## src/rtl/alu_arbiter_ctrl.sv

```systemverilog
// alu_arbiter_ctrl: shares one combinational ALU between two requesters.
// Flow per transaction: accept (IDLE) -> drive ALU from registers (EXEC) -> hold response (RESP).
// Optional build macro: ALU_ARB_FIXED_PRIO_EN selects fixed priority (req0 wins ties)
// instead of the default round-robin arbitration.
module alu_arbiter_ctrl #(
    parameter int unsigned N       = 32,
    parameter int unsigned NUM_OPS = 11
) (
    input  logic         clk,
    input  logic         reset,
    input  logic         req0_valid,
    output logic         req0_ready,
    input  logic [N-1:0] req0_a,
    input  logic [N-1:0] req0_b,
    input  logic [3:0]   req0_op,
    input  logic         req1_valid,
    output logic         req1_ready,
    input  logic [N-1:0] req1_a,
    input  logic [N-1:0] req1_b,
    input  logic [3:0]   req1_op,
    output logic         rsp0_valid,
    input  logic         rsp0_ready,
    output logic [N-1:0] rsp0_result,
    output logic [3:0]   rsp0_flags,
    output logic         rsp0_err,
    output logic         rsp1_valid,
    input  logic         rsp1_ready,
    output logic [N-1:0] rsp1_result,
    output logic [3:0]   rsp1_flags,
    output logic         rsp1_err,
    output logic [N-1:0] alu_a,
    output logic [N-1:0] alu_b,
    output logic [3:0]   alu_ctrl,
    input  logic [N-1:0] alu_result,
    input  logic [3:0]   alu_flags,
    output logic         busy,
    output logic         grant_id
);

    typedef enum logic [1:0] {StIdle, StExec, StResp} state_t;

    state_t       state_q, state_d;
    logic         grant_q;
    logic [N-1:0] a_q, b_q;
    logic [3:0]   ctrl_q;
    logic [N-1:0] res0_q, res1_q;
    logic [3:0]   flags0_q, flags1_q;
    logic         err0_q, err1_q;
    logic         winner;
    logic         accept;
    logic         illegal;

`ifndef ALU_ARB_FIXED_PRIO_EN
    // Requester granted most recently; resets to 1 so req0 wins the first tie.
    logic         last_grant_q;
`endif

    // Out-of-range op codes are flagged and the ALU output is discarded.
    assign illegal = 32'(ctrl_q) >= NUM_OPS;

    // Arbitration winner; only meaningful when at least one request is valid.
    always_comb begin
        winner = 1'b0;
        if (req0_valid && req1_valid) begin
`ifdef ALU_ARB_FIXED_PRIO_EN
            winner = 1'b0;
`else
            winner = ~last_grant_q;
`endif
        end else if (req1_valid) begin
            winner = 1'b1;
        end
    end

    // Next-state logic plus handshake outputs.
    always_comb begin
        state_d    = state_q;
        req0_ready = 1'b0;
        req1_ready = 1'b0;
        rsp0_valid = 1'b0;
        rsp1_valid = 1'b0;
        accept     = 1'b0;
        case (state_q)
            StIdle: begin
                req0_ready = req0_valid && !winner;
                req1_ready = req1_valid && winner;
                accept     = req0_valid || req1_valid;
                if (accept) begin
                    state_d = StExec;
                end
            end
            StExec: begin
                state_d = StResp;
            end
            StResp: begin
                rsp0_valid = !grant_q;
                rsp1_valid = grant_q;
                if (grant_q ? rsp1_ready : rsp0_ready) begin
                    state_d = StIdle;
                end
            end
            default: begin
                state_d = StIdle;
            end
        endcase
    end

    // State, operand and response registers.
    always_ff @(posedge clk) begin
        if (reset) begin
            state_q  <= StIdle;
            grant_q  <= 1'b0;
            a_q      <= '0;
            b_q      <= '0;
            ctrl_q   <= '0;
            res0_q   <= '0;
            res1_q   <= '0;
            flags0_q <= '0;
            flags1_q <= '0;
            err0_q   <= 1'b0;
            err1_q   <= 1'b0;
`ifndef ALU_ARB_FIXED_PRIO_EN
            last_grant_q <= 1'b1;
`endif
        end else begin
            state_q <= state_d;
            if (accept) begin
                grant_q <= winner;
                a_q     <= winner ? req1_a  : req0_a;
                b_q     <= winner ? req1_b  : req0_b;
                ctrl_q  <= winner ? req1_op : req0_op;
`ifndef ALU_ARB_FIXED_PRIO_EN
                last_grant_q <= winner;
`endif
            end
            if (state_q == StExec) begin
                if (grant_q) begin
                    res1_q   <= illegal ? '0 : alu_result;
                    flags1_q <= illegal ? '0 : alu_flags;
                    err1_q   <= illegal;
                end else begin
                    res0_q   <= illegal ? '0 : alu_result;
                    flags0_q <= illegal ? '0 : alu_flags;
                    err0_q   <= illegal;
                end
            end
        end
    end

    assign alu_a       = a_q;
    assign alu_b       = b_q;
    assign alu_ctrl    = ctrl_q;
    assign rsp0_result = res0_q;
    assign rsp0_flags  = flags0_q;
    assign rsp0_err    = err0_q;
    assign rsp1_result = res1_q;
    assign rsp1_flags  = flags1_q;
    assign rsp1_err    = err1_q;
    assign busy        = state_q != StIdle;
    assign grant_id    = grant_q;

endmodule

```

## config.mk

```make
export PLATFORM = sky130hd
export DESIGN_NAME = alu_arbiter_ctrl
export DESIGN_NICKNAME = d
export VERILOG_FILES = /design/src/rtl/alu_arbiter_ctrl.sv
export SDC_FILE = /design/constraint.sdc
export NUM_CORES = 1
export LEC_CHECK = 0
export ABC_AREA = 1
export BUFFER_PORTS_ARGS = -buffer_cell sky130_fd_sc_hd__buf_2
export CAP_MARGIN = 20
export CORE_MARGIN = 4
export CORE_UTILIZATION = 43
export DETAILED_ROUTE_END_ITERATION = 12
export PLACE_DENSITY = 0.77
export SYNTH_ARGS = -nofsm -noshare
export SYNTH_HDL_FRONTEND = slang
export SYNTH_SLANG_ARGS = --single-unit
```

## constraint.sdc

```tcl
create_clock -name clk -period 1.17 [get_ports clk]
set_input_delay 0.117 -clock clk [delete_from_list [all_inputs] [get_ports clk]]
set_output_delay 0.117 -clock clk [all_outputs]
set_load 0.05 [all_outputs]
```

-- After elaboration in Yosys (flattened, before gate mapping)
Cells that the tools add are included.
- add/subtract/negate cells: 0
- multiply operators: 0
- divide/modulo/power cells: 0
- order comparisons: 1
- equality and inequality tests: 4
- shifts and indexed selects: 0
- multiplexer cells: 16
- bitwise operators: 2
- reduce and logical (&&, ||, !) cells: 11
- operators with widths (kind ; number):
    two-way mux 32 bit ; 3
    two-way mux 1 bit ; 8
    two-way mux 4 bit ; 2
    case mux 2 bit (3 select lines) ; 1
    AND reduction 2 bit ; 3
    >= comparator 4 bit (second input constant) ; 1
    two-way mux 2 bit ; 2
    != test 2 bit (second input constant) ; 2
    logical AND 1 bit ; 3
    == test 2 x 1 -> 1 bit (second input constant) ; 1
    == test 2 bit (second input constant) ; 1
    logical NOT 1 bit ; 2
    logical NOT 2 bit ; 1
    inverter 1 bit ; 2
    nonzero test 2 bit ; 1
    logical OR 1 bit ; 1
- bits in registers: 146
- latch bits: 0
- memory bits (writable): 0
- ROM bits: 0
- input bits: 178
- output and inout port bits: 148
- logic and storage cells: 46
- memories: 0

-- Longest topological paths before layout
Gate-level depths: netlist of the first run.
- depth in word-level cells: 5
- depth in mapped cells: 8
- gate-level depth less buffers: 6

-- Worst setup path after synthesis of the first run
Ideal clock, no wire load.
- kind: reg-to-output
- from: reg grant_q, in the netlist grant_id
- to: out rsp1_valid
- arrival time: 1.500 ns
- required time: 1.053 ns
- setup slack: -0.447 ns
- cell stages (with the launch flop): 3
- path buffers: 0
- cell sequence: dfxtp_1 -> inv_1 -> nor2_1
- cells in the longest elaborated chain, start to end: 1
- RTL lines (item ; line ; RTL):
    start: declaration ; 43 ; logic grant_q;
    start signal: assignment ; 128 ; grant_q <= winner;
    two-way mux 1 bit ; 83 ; case (state_q)
    end: declaration ; 26 ; output logic rsp1_valid,
Every way passes these cells.

-- Worst setup path in the final report of the first run
- from: reg state_q[0]
- to: reg b_q[9], in the netlist alu_b[9]
- cells in the longest elaborated chain, start to end: 2
- RTL lines (item ; line ; RTL):
    start: declaration ; 42 ; state_t state_q, state_d;
    start signal: assignment ; 111 ; state_q <= StIdle;
    start signal: assignment ; 126 ; state_q <= state_d;
    logical NOT 2 bit ; 83 ;
    two-way mux 1 bit ; 83 ;
    end signal: assignment ; 130 ; b_q <= winner ? req1_b : req0_b;
    end: declaration ; 44 ; logic [N-1:0] a_q, b_q;
Every way passes these cells.
A chain may end at the register's enable or synchronous reset.

==> out/metrics.yaml, run 1 <==
skew_ns: 0.00928
start_util_pct: 44.4
post_synth.cell_area_avg_sq_um: 6.00
crit_chain: "inv_2 > nand2_8 > nor2_4 > buf_12 > buf_4 > clkbuf_16 > nand2_2 > nor2_2 > nor2_1"
fin_util_pct: 75.7
worst_slew_pin_slew_ns: 0.541
totalPowerFinal_w: 0.0182
detailed_place_hpwl_microns: 15700
fp.dieH_microns: 137
critPathSlowestCell: "dfxtp_4"
cts.sink_count: 146
synth_warnings: 0
route.detailed.vias_per_inst: 4.81
vdd.ir_drop.worst_uv: 1040
drtIter0Drc: 573
leakagePower_nw: 6.94
detailroute.via_count: 8960
grt_setup_unrepaired: "true"
cts_h_tree_depth: 4
floorplan_die_area_sq_um: 18700
period_share_pct: 124
io_buffer_count: 325
violations: "negative setup slack"
drt.antenna.violating_nets: 0
final.fill_count: 1024
max_cap_violations: 0
type_of_element_launching_the_critical_path: "flop"
dieWidth_microns: 137
setup_violations_final: 153
synth_largest_area_cell: "dfxtp_1"
synth_seq_area_share_pct: 41.0
worstSkewPairLatency_ns: 0.42
timing_hold_violations_final: 0
final_critical_path_setup_slack_ns: -0.284
wl_per_cell_microns: 16.1
critPathBufInv: 4
num_antenna_cells: 0
finalCriticalPeriod_ns: 1.45
setup.worst_path.end_class: "flop"
row_count: 46
worstSetupPathType: "reg -> reg"
ctsRootBufferMaster: "clkbuf_16"
pre_cts_slack_ns: -0.0378
synth-seq-cells: 146
clock_path_buffers: 2
layout-drive-gt1-share_pct: 33.5
clkTransAtPathRegs_ns: 0.06
critPathTopFamily: "buffers and inverters"
min-delay-path-class: "in -> reg"
area.sequential_sq_um: 2950
mappedNetlistArea_sq_um: 7130
design.portCount: 326
grt_pass1_vias: 8517
number_of_antenna_violations_at_the_first_check_in_global_routing: 0
post_synth_main_area_contributors: "dfxtp_1 (41%), nand2_1 (25%), inv_1 (11%), nor2_1 (11%), a21oi_1 (5.3%)"
finalWeightedCongestion: 0.850
drt_pre_antenna_iters: 5
timing.final.max_slew_violations: 0
global_route.usage.total_pct: 28.5
power_per_cell_area_nw_per_um2: 1490
design.core.area_sq_um: 16100
run_status: "finished with violations"
multiInputGateArea_sq_um: 3370
crit_path_max_incr_delay_ns: 0.37
critical_path_maximum_fanout: 9
max_clock_freq_ghz: 0.688
grt_overflow: 0
detail_route.wirelength_microns: 29900
detail_route.drc_violations: 0
syn-num-nets: 1367
design_area_sq_um: 12200
fraction_of_post_synthesis_cell_area_in_the_top_cell_type_by_area_pct: 41.0
detailed_place.area_sq_um: 9120
worst-endpoint-arrival_ns: 1.76
grt_pass1_wl_microns: 41900
layout-area-overhead-vs-synth_pct: 70.4
yosysUniqueCellTypes: 15
cts_tree: "done"
grt_start_max_net_pins: 63
worst_slew_margin_rel_pct: 63.8
cp_data_required_time_ns: 1.48
post_synth_inst_count: 1189
nNetsFinal: 1810
cts_buffers: 17
[power by group]
group	switching, W	leakage (nW)	total [W]	internal [W]
registers	0.000297	1.21	0.00578	0.00548
clock network	0.00242	0.298	0.00584	0.00342
logic	0.00413	5.44	0.00654	0.00241
[routing by layer]
metal / part of all wire, % / vias up / wire [microns] / GRT usage, %
met5: 0 / - / 0 / 0
met4: 4.4 / 0 / 1330 / 13.2
met3: 10 / 111 / 3120 / 9.19
li1: - / 4295 / - / -
met2: 50 / 519 / 14900 / 50.7
met1: 35 / 4035 / 10500 / 30.5
[worst paths after layout]
| kind | startpoint | end | slack [ns] | cells past startpoint |
|---|---|---|---|---|
| max | state_q[0] | alu_b[9] | -0.28 | 9 |
| min | req0_op[3] | alu_ctrl[3] | 0.009 | 5 |
| max reg2reg | state_q[0] | alu_b[9] | -0.28 | 9 |
| min reg2reg | last_grant_q | last_grant_q | 0.49 | 2 |
[registers in the layout, summed over array words and instances (netlist names)]
| signal | flops |
|---|---|
| alu_a | 32 |
| alu_b | 32 |
| rsp0_result | 32 |
| rsp1_result | 32 |
| alu_ctrl | 4 |
| rsp0_flags | 4 |
| rsp1_flags | 4 |
| state_q | 2 |
| grant_id | 1 |
| last_grant_q | 1 |
| rsp0_err | 1 |
| rsp1_err | 1 |
[synth_stat cells, drive strengths merged]
cell / n
nand3: 4
clkbuf: 3
buf: 59
nor2: 212
inv: 219
o21ai: 1
dfxtp: 146
a21oi: 76
nand2: 469
[worst min-delay path, cell delays in order]
cell     delay [ns]
buf_2          0.07
nand2_1        0.04
nand2_1        0.05
nor2_1         0.03
nor2_1         0.07
[logic make-up (layout without fill, tap and decap cells)]
family,count (synthesis),after routing,synth area share [%]
AND/OR/NAND/NOR,685,685,36.3
flip-flops,146,146,41.0
buffers and inverters,281,737,17.3
AO/OA/AOI/OAI,77,77,5.46
[cell usage in the layout (no fill, tap or decap), drive strengths merged]
cell type    netlist  final
buf               59    373
nor2             212    212
inv              219    227
o21ai              1      1
clkinv             0      2
bufinv             0      3
clkbuf             3     49
clkinvlp           0      2
nand3              4      4
dfxtp            146    146
a21oi             76     76
dlygate4sd3        0     75
nand2            469    469
bufbuf             0      6
[cell type report]
class | instances | area share, %
inverter | 219 | 7.00
timing repair buffer | 486 | 33.7
sequential | 146 | 24.3
tap | 216 | 2.22
clock buffer | 17 | 3.50
multi-input combinational | 762 | 27.7
clock inverter | 15 | 1.59
[per-stage QoR]
step	setup TNS, ns	hold slack (ns)	cells
2_1_floorplan	-0.286	0.176	1189
3_3_place_gp	-0.160	0.385	1703
3_5_place_dp	-0.906	0.390	1703
4_1_cts	-16.71	0.00119	1843
5_1_grt	-29.91	0.0148	1861
6_report	-20.52	0.00941	1861
[timing repair]
| action | 4_1_cts | 5_1_grt |
|---|---|---|
| pin swaps | 13 | 24 |
| gates cloned | 20 | 8 |
| endpoints found under the hold margin | 111 | 0 |
| gates resized for setup | 107 | 127 |
| setup endpoints to repair | 130 | 235 |
| buffers inserted | 13 | 14 |
| hold buffers | 75 | 0 |
No activity file was read; power rests on OpenSTA's default activity.
==> run 2: changes to the inputs <==
--- a/config.mk
+++ b/config.mk
@@ -10,8 +10,10 @@
 export CAP_MARGIN = 20
 export CORE_MARGIN = 4
 export CORE_UTILIZATION = 43
+export CTS_CLUSTER_SIZE = 25
 export DETAILED_ROUTE_END_ITERATION = 12
-export PLACE_DENSITY = 0.77
+export PLACE_DENSITY_LB_ADDON = 0.05
+export SLEW_MARGIN = 20
 export SYNTH_ARGS = -nofsm -noshare
 export SYNTH_HDL_FRONTEND = slang
 export SYNTH_SLANG_ARGS = --single-unit
==> run 2 against run 1 <==
The run still ends with negative setup slack left. Clock power is 0.9% higher. Non-clock buffer count fell by 41. Maximum frequency grew 1.3%. Global-route usage is 4.5 points lower. Via count down 11%. Die area did not move. Sequential share of layout area is 2.0 points higher. Critical path depth down 4. Clock skew decreased by 0.0027 ns. Routed wire length is 21% lower.
==> out/metrics.yaml, run 2 (synthesis gave the netlist of run 1 again) <==
run_status: "finished with violations"  # unchanged
violations: "negative setup slack"  # unchanged
grt_overflow: 0  # unchanged
drtIter0Drc: 351  # was 573
grt_setup_unrepaired: "true"  # unchanged
regToRegEndpoint: "alu_b[15]"  # was alu_b[9]
cts_tree: "done"  # unchanged
grt_start_max_net_pins: 48  # was 63
timing.final.max_slew_violations: 0  # unchanged
start_util_pct: 44.4  # unchanged
grt_pass1_wl_microns: 35300  # was 41900 microns
detail_route.drc_violations: 0  # unchanged
nNetsFinal: 1769  # was 1810
max_clock_freq_ghz: 0.697  # was 0.688 GHz
worst_slew_pin_slew_ns: 0.366  # was 0.541 ns
crit_path_max_incr_delay_ns: 0.36  # was 0.37 ns
detailed_place_hpwl_microns: 15700  # about the same
drt.antenna.violating_nets: 0  # unchanged
leakagePower_nw: 6.48  # was 6.94 nW
r2r.worst_path.cells: 9  # unchanged
drt_pre_antenna_iters: 4  # was 5
io_buffer_count: 325  # unchanged
setup_violations_final: 147  # was 153
fp.dieH_microns: 137  # unchanged
dieWidth_microns: 137  # unchanged
skew_ns: 0.00655  # was 0.00928 ns
ff2ff_setup_slack_ns: -0.25  # was -0.28 ns
global_route.usage.total_pct: 24.0  # was 28.5%
end_of_the_worst_hold_path: "alu_a[0]"  # was alu_ctrl[3]
detail_route.wirelength_microns: 23700  # was 29900 microns
row_count: 46  # unchanged
layout-area-overhead-vs-synth_pct: 57.5  # was 70.4%
cts_buffers: 17  # unchanged
cts.sink_count: 146  # unchanged
max_cap_violations: 0  # unchanged
area.sequential_sq_um: 2950  # unchanged
finalCriticalPeriod_ns: 1.44  # was 1.45 ns
floorplan_die_area_sq_um: 18700  # unchanged
detailroute.via_count: 7972  # was 8960
min-delay-path-class: "in -> reg"  # unchanged
worstSkewPairLatency_ns: 0.41  # was 0.42 ns
timing_hold_violations_final: 0  # unchanged
cts_h_tree_depth: 4  # unchanged
layout-drive-gt1-share_pct: 29.1  # was 33.5%
fin_setup_tns_ns: -22.90  # was -20.52 ns
final_critical_path_setup_slack_ns: -0.265  # was -0.284 ns
design.portCount: 326  # unchanged
wl_per_cell_microns: 13.0  # was 16.1 microns
period_share_pct: 123  # was 124%
type_of_element_launching_the_critical_path: "flop"  # unchanged
top_library_cells_by_usage_in_the_layout_fill_and_taps_aside: "nand2_1 (450), buf_2 (233), inv_1 (211)"  # was nand2_1 (426), buf_2 (271), inv_1 (212)
worstReg2RegStart: "state_q[0]"  # unchanged
finalWeightedCongestion: 0.849  # was 0.850
power_per_cell_area_nw_per_um2: 1560  # was 1490 nW/um^2
critPathSlowestCell: "dfxtp_4"  # unchanged
multiInputGateArea_sq_um: 3140  # was 3370 sq um
final_common_cell: "nand2_1"  # unchanged
ctsRootBufferMaster: "clkbuf_16"  # unchanged
vdd.ir_drop.worst_uv: 1060  # was 1040 uV
clock_path_buffers: 2  # unchanged
design.core.area_sq_um: 16100  # unchanged
worst-endpoint-arrival_ns: 1.32  # was 1.76 ns
route.detailed.vias_per_inst: 4.38  # was 4.81
fin_util_pct: 70.0  # was 75.7%
worstSetupPathType: "reg -> out"  # was reg -> reg
cpMostUsedCell: "buf_6"
critical_path_maximum_fanout: 4  # was 9
worst_slew_margin_rel_pct: 75.5  # was 63.8%
timing.hold.worst.start: "req0_a[0]"  # was req0_op[3]
cp_data_required_time_ns: 1.05  # was 1.48 ns
final.fill_count: 1452  # was 1024
min_delay_path_depth: 5  # unchanged
crit_chain: "buf_6 > nor2_4 > inv_2 > nor2_2 > buf_6"  # was inv_2 > nand2_8 > nor2_4 > buf_12 > buf_4 > clkbuf_16 > nand2_2 > nor2_2 > nor2_1
clkTransAtPathRegs_ns: 0.06  # about the same
grt_pass1_vias: 7379  # was 8517
number_of_antenna_violations_at_the_first_check_in_global_routing: 1  # was 0
setup.worst_path.end_class: "output port"  # was flop
[run 2: changes by cell type in the layout (fill, tap and decap cells not counted), sizes merged]
cell	change
buf	-72
clkbuf	+48
inv	-7
bufbuf	-6
dlygate4sd3	-4
clkinvlp	-1
diode	+1
[run 2: layout make-up]
class	count	area share, %
repair buffers	445	30.2
multi-input cells	762	28.0
flip-flops and latches	146	26.2
inverters	219	7.38
clock buffers	24	4.74
well taps	216	2.41
clock inverters	7	1.04
diodes	1	0.0223
[run 2: per-layer routing]
layer / track usage (%) / up-vias / wire length (microns)
met5: 0 / - / 0
met4: 9.04 / 0 / 586
met3: 7.46 / 36 / 1930
met2: 42.1 / 260 / 11900
met1: 27.3 / 3462 / 9370
li1: - / 4214 / -
[run 2: critical path, delay by kind of cell (launching register included)]
family        cells  cell delay (ns)
simple gates      2             0.20
buf+inv           3             0.35
flops             1             0.36
[run 2: power by group]
| part | switching (W) | internal, W | total (W) |
|---|---|---|---|
| combinational | 0.00377 | 0.00208 | 0.00585 |
| clock | 0.00207 | 0.00382 | 0.00589 |
| sequential | 0.000278 | 0.00548 | 0.00576 |
| total | 0.00612 | 0.0114 | 0.0175 |
[run 2: repair_timing]
action	in CTS	in global routing
buffers inserted	13	0
pin swaps	12	17
gates resized for setup	55	123
hold buffers	71	0
setup endpoints to repair	141	228
cloned	7	2
endpoints found under the hold margin	108	0
[run 2: how the worst max path moves through the flow]
| stage | start | end | slack [ns] | cells past startpoint |
|---|---|---|---|---|
| after detailed placement | state_q[1] | alu_b[4] | -0.07 | 7 |
| after global routing | state_q[0] | rsp1_valid | -0.32 | 5 |
| after floorplan | state_q[0] | alu_b[0] | -0.02 | 8 |
| after global placement | state_q[1] | alu_b[4] | -0.07 | 7 |
| after CTS | state_q[0] | rsp0_valid | -0.28 | 5 |
| final | state_q[0] | rsp1_valid | -0.27 | 5 |
[run 2: through the flow]
step	power, W	instances	hold WS (ns)	setup WS (ns)	instance area [sq um]
5_1_grt	0.0184	1820	0.0204	-0.322	11200
6_report	0.0175	1820	0.00662	-0.265	11200
3_5_place_dp	0.0108	1699	0.348	-0.0731	9140
4_1_cts	0.0174	1821	0.00150	-0.278	11000
2_1_floorplan	0.00945	1189	0.176	-0.0198	7190
3_3_place_gp	0.0108	1699	0.351	-0.0711	9140
==> run 3: changes to the inputs <==
--- a/config.mk
+++ b/config.mk
@@ -12,6 +12,7 @@
 export CORE_UTILIZATION = 43
 export CTS_CLUSTER_SIZE = 25
 export DETAILED_ROUTE_END_ITERATION = 12
+export HOLD_SLACK_MARGIN = 0.15
 export PLACE_DENSITY_LB_ADDON = 0.05
 export SLEW_MARGIN = 20
 export SYNTH_ARGS = -nofsm -noshare
==> constraint.sdc (replaced) <==
create_clock -name clk -period 1.17 [get_ports clk]
set_input_delay 0.234 -clock clk [delete_from_list [all_inputs] [get_ports clk]]
set_output_delay 0.234 -clock clk [all_outputs]
set_load 0.05 [all_outputs]
==> run 3 against run 2 <==
The flow still finishes with violations (negative setup slack). Combinational power increased by 33%. Clock-buffer cell count decreased by 7. Critical path depth increased by 4. First-iteration DRC count increased by 58%. Critical endpoint is now alu_b[16]. Largest power group is now combinational cells.
==> out/metrics.yaml, run 3 (synthesis gave the netlist of run 1 again) <==
run_status: "finished with violations"  # unchanged
violations: "negative setup slack"  # unchanged
critPathTopFamily: "simple AND/OR/NAND/NOR gates"  # was flip-flops
globalRouteMet3Util_pct: 8.60  # was 7.46%
timing.final.max_slew_violations: 0  # unchanged
route.detailed.vias_per_inst: 4.86  # was 4.38
regToRegEndpoint: "alu_b[16]"  # was alu_b[15]
grt.met1_usage_pct: 32.8  # was 27.3%
worstSkewPairLatency_ns: 0.43  # was 0.41 ns
end_of_the_worst_hold_path: "alu_a[17]"  # was alu_a[0]
layout-drive-gt1-share_pct: 41.7  # was 29.1%
finalWeightedCongestion: 0.829  # was 0.849
layout-area-overhead-vs-synth_pct: 97.8  # was 57.5%
grt-busiest-layer: "met2"  # unchanged
min_delay_path_depth: 5  # unchanged
final.fill_count: 804  # was 1452
design.portCount: 326  # unchanged
setup.worst_path.end_class: "flop"  # was output port
min-delay-path-class: "in -> reg"  # unchanged
worstSetupPathType: "reg -> reg"  # was reg -> out
max_clock_freq_ghz: 0.618  # was 0.697 GHz
drtIter0Drc: 554  # was 351
worstReg2RegStart: "state_q[0]"  # unchanged
clkTransAtPathRegs_ns: 0.07  # was 0.06 ns
detailroute.via_count: 9448  # was 7972
start_util_pct: 44.4  # unchanged
setup_violations_final: 133  # was 147
critPathBufInv: 4  # was 3
dieWidth_microns: 137  # unchanged
grt_overflow: 0  # unchanged
finalCriticalPeriod_ns: 1.62  # was 1.44 ns
design.core.area_sq_um: 16100  # unchanged
grt_pass1_wl_microns: 45400  # was 35300 microns
timing_hold_violations_final: 0  # unchanged
critPathSlowestCell: "dfxtp_4"  # unchanged
worst-endpoint-arrival_ns: 1.94  # was 1.32 ns
max_cap_violations: 0  # unchanged
cp-startpoint: "state_q[0]"  # unchanged
leakagePower_nw: 7.49  # was 6.48 nW
detailed_place_hpwl_microns: 16000  # was 15700 microns
timing.hold.worst.start: "req1_a[17]"  # was req0_a[0]
power_per_cell_area_nw_per_um2: 1370  # was 1560 nW/um^2
cts_tree: "done"  # unchanged
floorplan_die_area_sq_um: 18700  # unchanged
crit_path_max_incr_delay_ns: 0.37  # was 0.36 ns
fin_util_pct: 87.9  # was 70.0%
nNetsFinal: 1893  # was 1769
detail_route.wirelength_microns: 33100  # was 23700 microns
drt.antenna.violating_nets: 0  # unchanged
wl_per_cell_microns: 17.0  # was 13.0 microns
grt_setup_unrepaired: "true"  # unchanged
cts_buffers: 17  # unchanged
top_library_cells_by_usage_in_the_layout_fill_and_taps_aside: "nand2_1 (384), inv_1 (210), nor2_1 (183)"  # was nand2_1 (450), buf_2 (233), inv_1 (211)
grt_pass1_vias: 9086  # was 7379
row_count: 46  # unchanged
critical_path_maximum_fanout: 7  # was 4
cts.sink_count: 146  # unchanged
io_buffer_count: 325  # unchanged
global_route.usage.total_pct: 30.7  # was 24.0%
number_of_antenna_violations_at_the_first_check_in_global_routing: 1  # unchanged
grt_start_max_net_pins: 39  # was 48
cts_h_tree_depth: 4  # unchanged
fin_hold_ws_ns: 0.133  # was 0.00662 ns
ff2ff_setup_slack_ns: -0.45  # was -0.25 ns
clock_path_buffers: 2  # unchanged
ctsRootBufferMaster: "clkbuf_16"  # unchanged
final_critical_path_setup_slack_ns: -0.449  # was -0.265 ns
crit_chain: "buf_4 > inv_4 > nand2_8 > nor2_4 > buf_12 > buf_12 > nand2_1 > nor2_1 > nor2_1"  # was buf_6 > nor2_4 > inv_2 > nor2_2 > buf_6
detail_route.drc_violations: 0  # unchanged
fp.dieH_microns: 137  # unchanged
grt.met2_usage_pct: 54.8  # was 42.1%
fin_setup_tns_ns: -26.02  # was -22.90 ns
worst_slew_margin_rel_pct: 81.3  # was 75.5%
drt_pre_antenna_iters: 5  # was 4
worst_slew_pin_slew_ns: 0.280  # was 0.366 ns
r2r.worst_path.cells: 9  # unchanged
vdd.ir_drop.worst_uv: 1190  # was 1060 uV
final_common_cell: "nand2_1"  # unchanged
totalPowerFinal_w: 0.0194  # was 0.0175 W
period_share_pct: 138  # was 123%
cp_data_required_time_ns: 1.49  # was 1.05 ns
pre_cts_slack_ns: -0.155  # was -0.0731 ns
type_of_element_launching_the_critical_path: "flop"  # unchanged
skew_ns: 0.0112  # was 0.00655 ns
## run 3: area by class of cell
| cell class | instances | area (sq um) | area share [%] |
|---|---|---|---|
| Timing Repair Buffer | 569 | 5860 | 41.5 |
| Clock inverter | 15 | 163 | 1.15 |
| Multi-Input combinational cell | 762 | 3420 | 24.3 |
| Clock buffer | 17 | 425 | 3.02 |
| Tap cell | 216 | 270 | 1.92 |
| Antenna cell | 1 | 2.50 | 0.0177 |
| Sequential cell | 146 | 3130 | 22.2 |
| Inverter | 219 | 838 | 5.94 |
## run 3: layer usage
layer | part of all wire [%] | up-vias | wire length (microns)
met5 | 0.039 | - | 13
met2 | 51 | 502 | 16900
met4 | 5.6 | 2 | 1870
met3 | 8.1 | 156 | 2690
met1 | 35 | 4321 | 11600
li1 | - | 4467 | -
## run 3: worst max-delay path by stage
| stage | endpoint | slack [ns] | depth (start not counted) |
|---|---|---|---|
| after floorplan | rsp1_valid | -0.09 | 4 |
| after global placement | alu_b[10] | -0.13 | 8 |
| after detailed placement | alu_b[10] | -0.15 | 8 |
| after CTS | req0_ready | -0.38 | 4 |
| after global routing | alu_b[16] | -0.49 | 9 |
| final | alu_b[16] | -0.45 | 9 |
## run 3: worst register-to-register path, stage by stage (launching register included)
cell and delay, ns:
dfxtp_4 0.37, buf_4 0.16, inv_4 0.07, nand2_8 0.06, nor2_4 0.21, buf_12 0.18, buf_12 0.14, nand2_1 0.09
nor2_1 0.17, nor2_1 0.07
## run 3: power breakdown
part           internal (W)  switching (W)
sequential          0.00558       0.000468
clock               0.00304        0.00251
combinational       0.00338        0.00440
total                0.0120        0.00737
## run 3: metrics by stage
stage          cell area [sq um]  std cells
2_1_floorplan               7200       1189
3_3_place_gp                9170       1700
3_5_place_dp                9170       1700
4_1_cts                    13300       1921
5_1_grt                    14100       1944
6_report                   14100       1945
## run 3: repair_timing
item	4_1_cts	5_1_grt
pin swaps	42	39
hold endpoints to repair	143	0
hold buffers	157	0
setup buffers	21	24
endpoints found under the setup margin	255	271
cloned	11	11
resized for setup	568	174
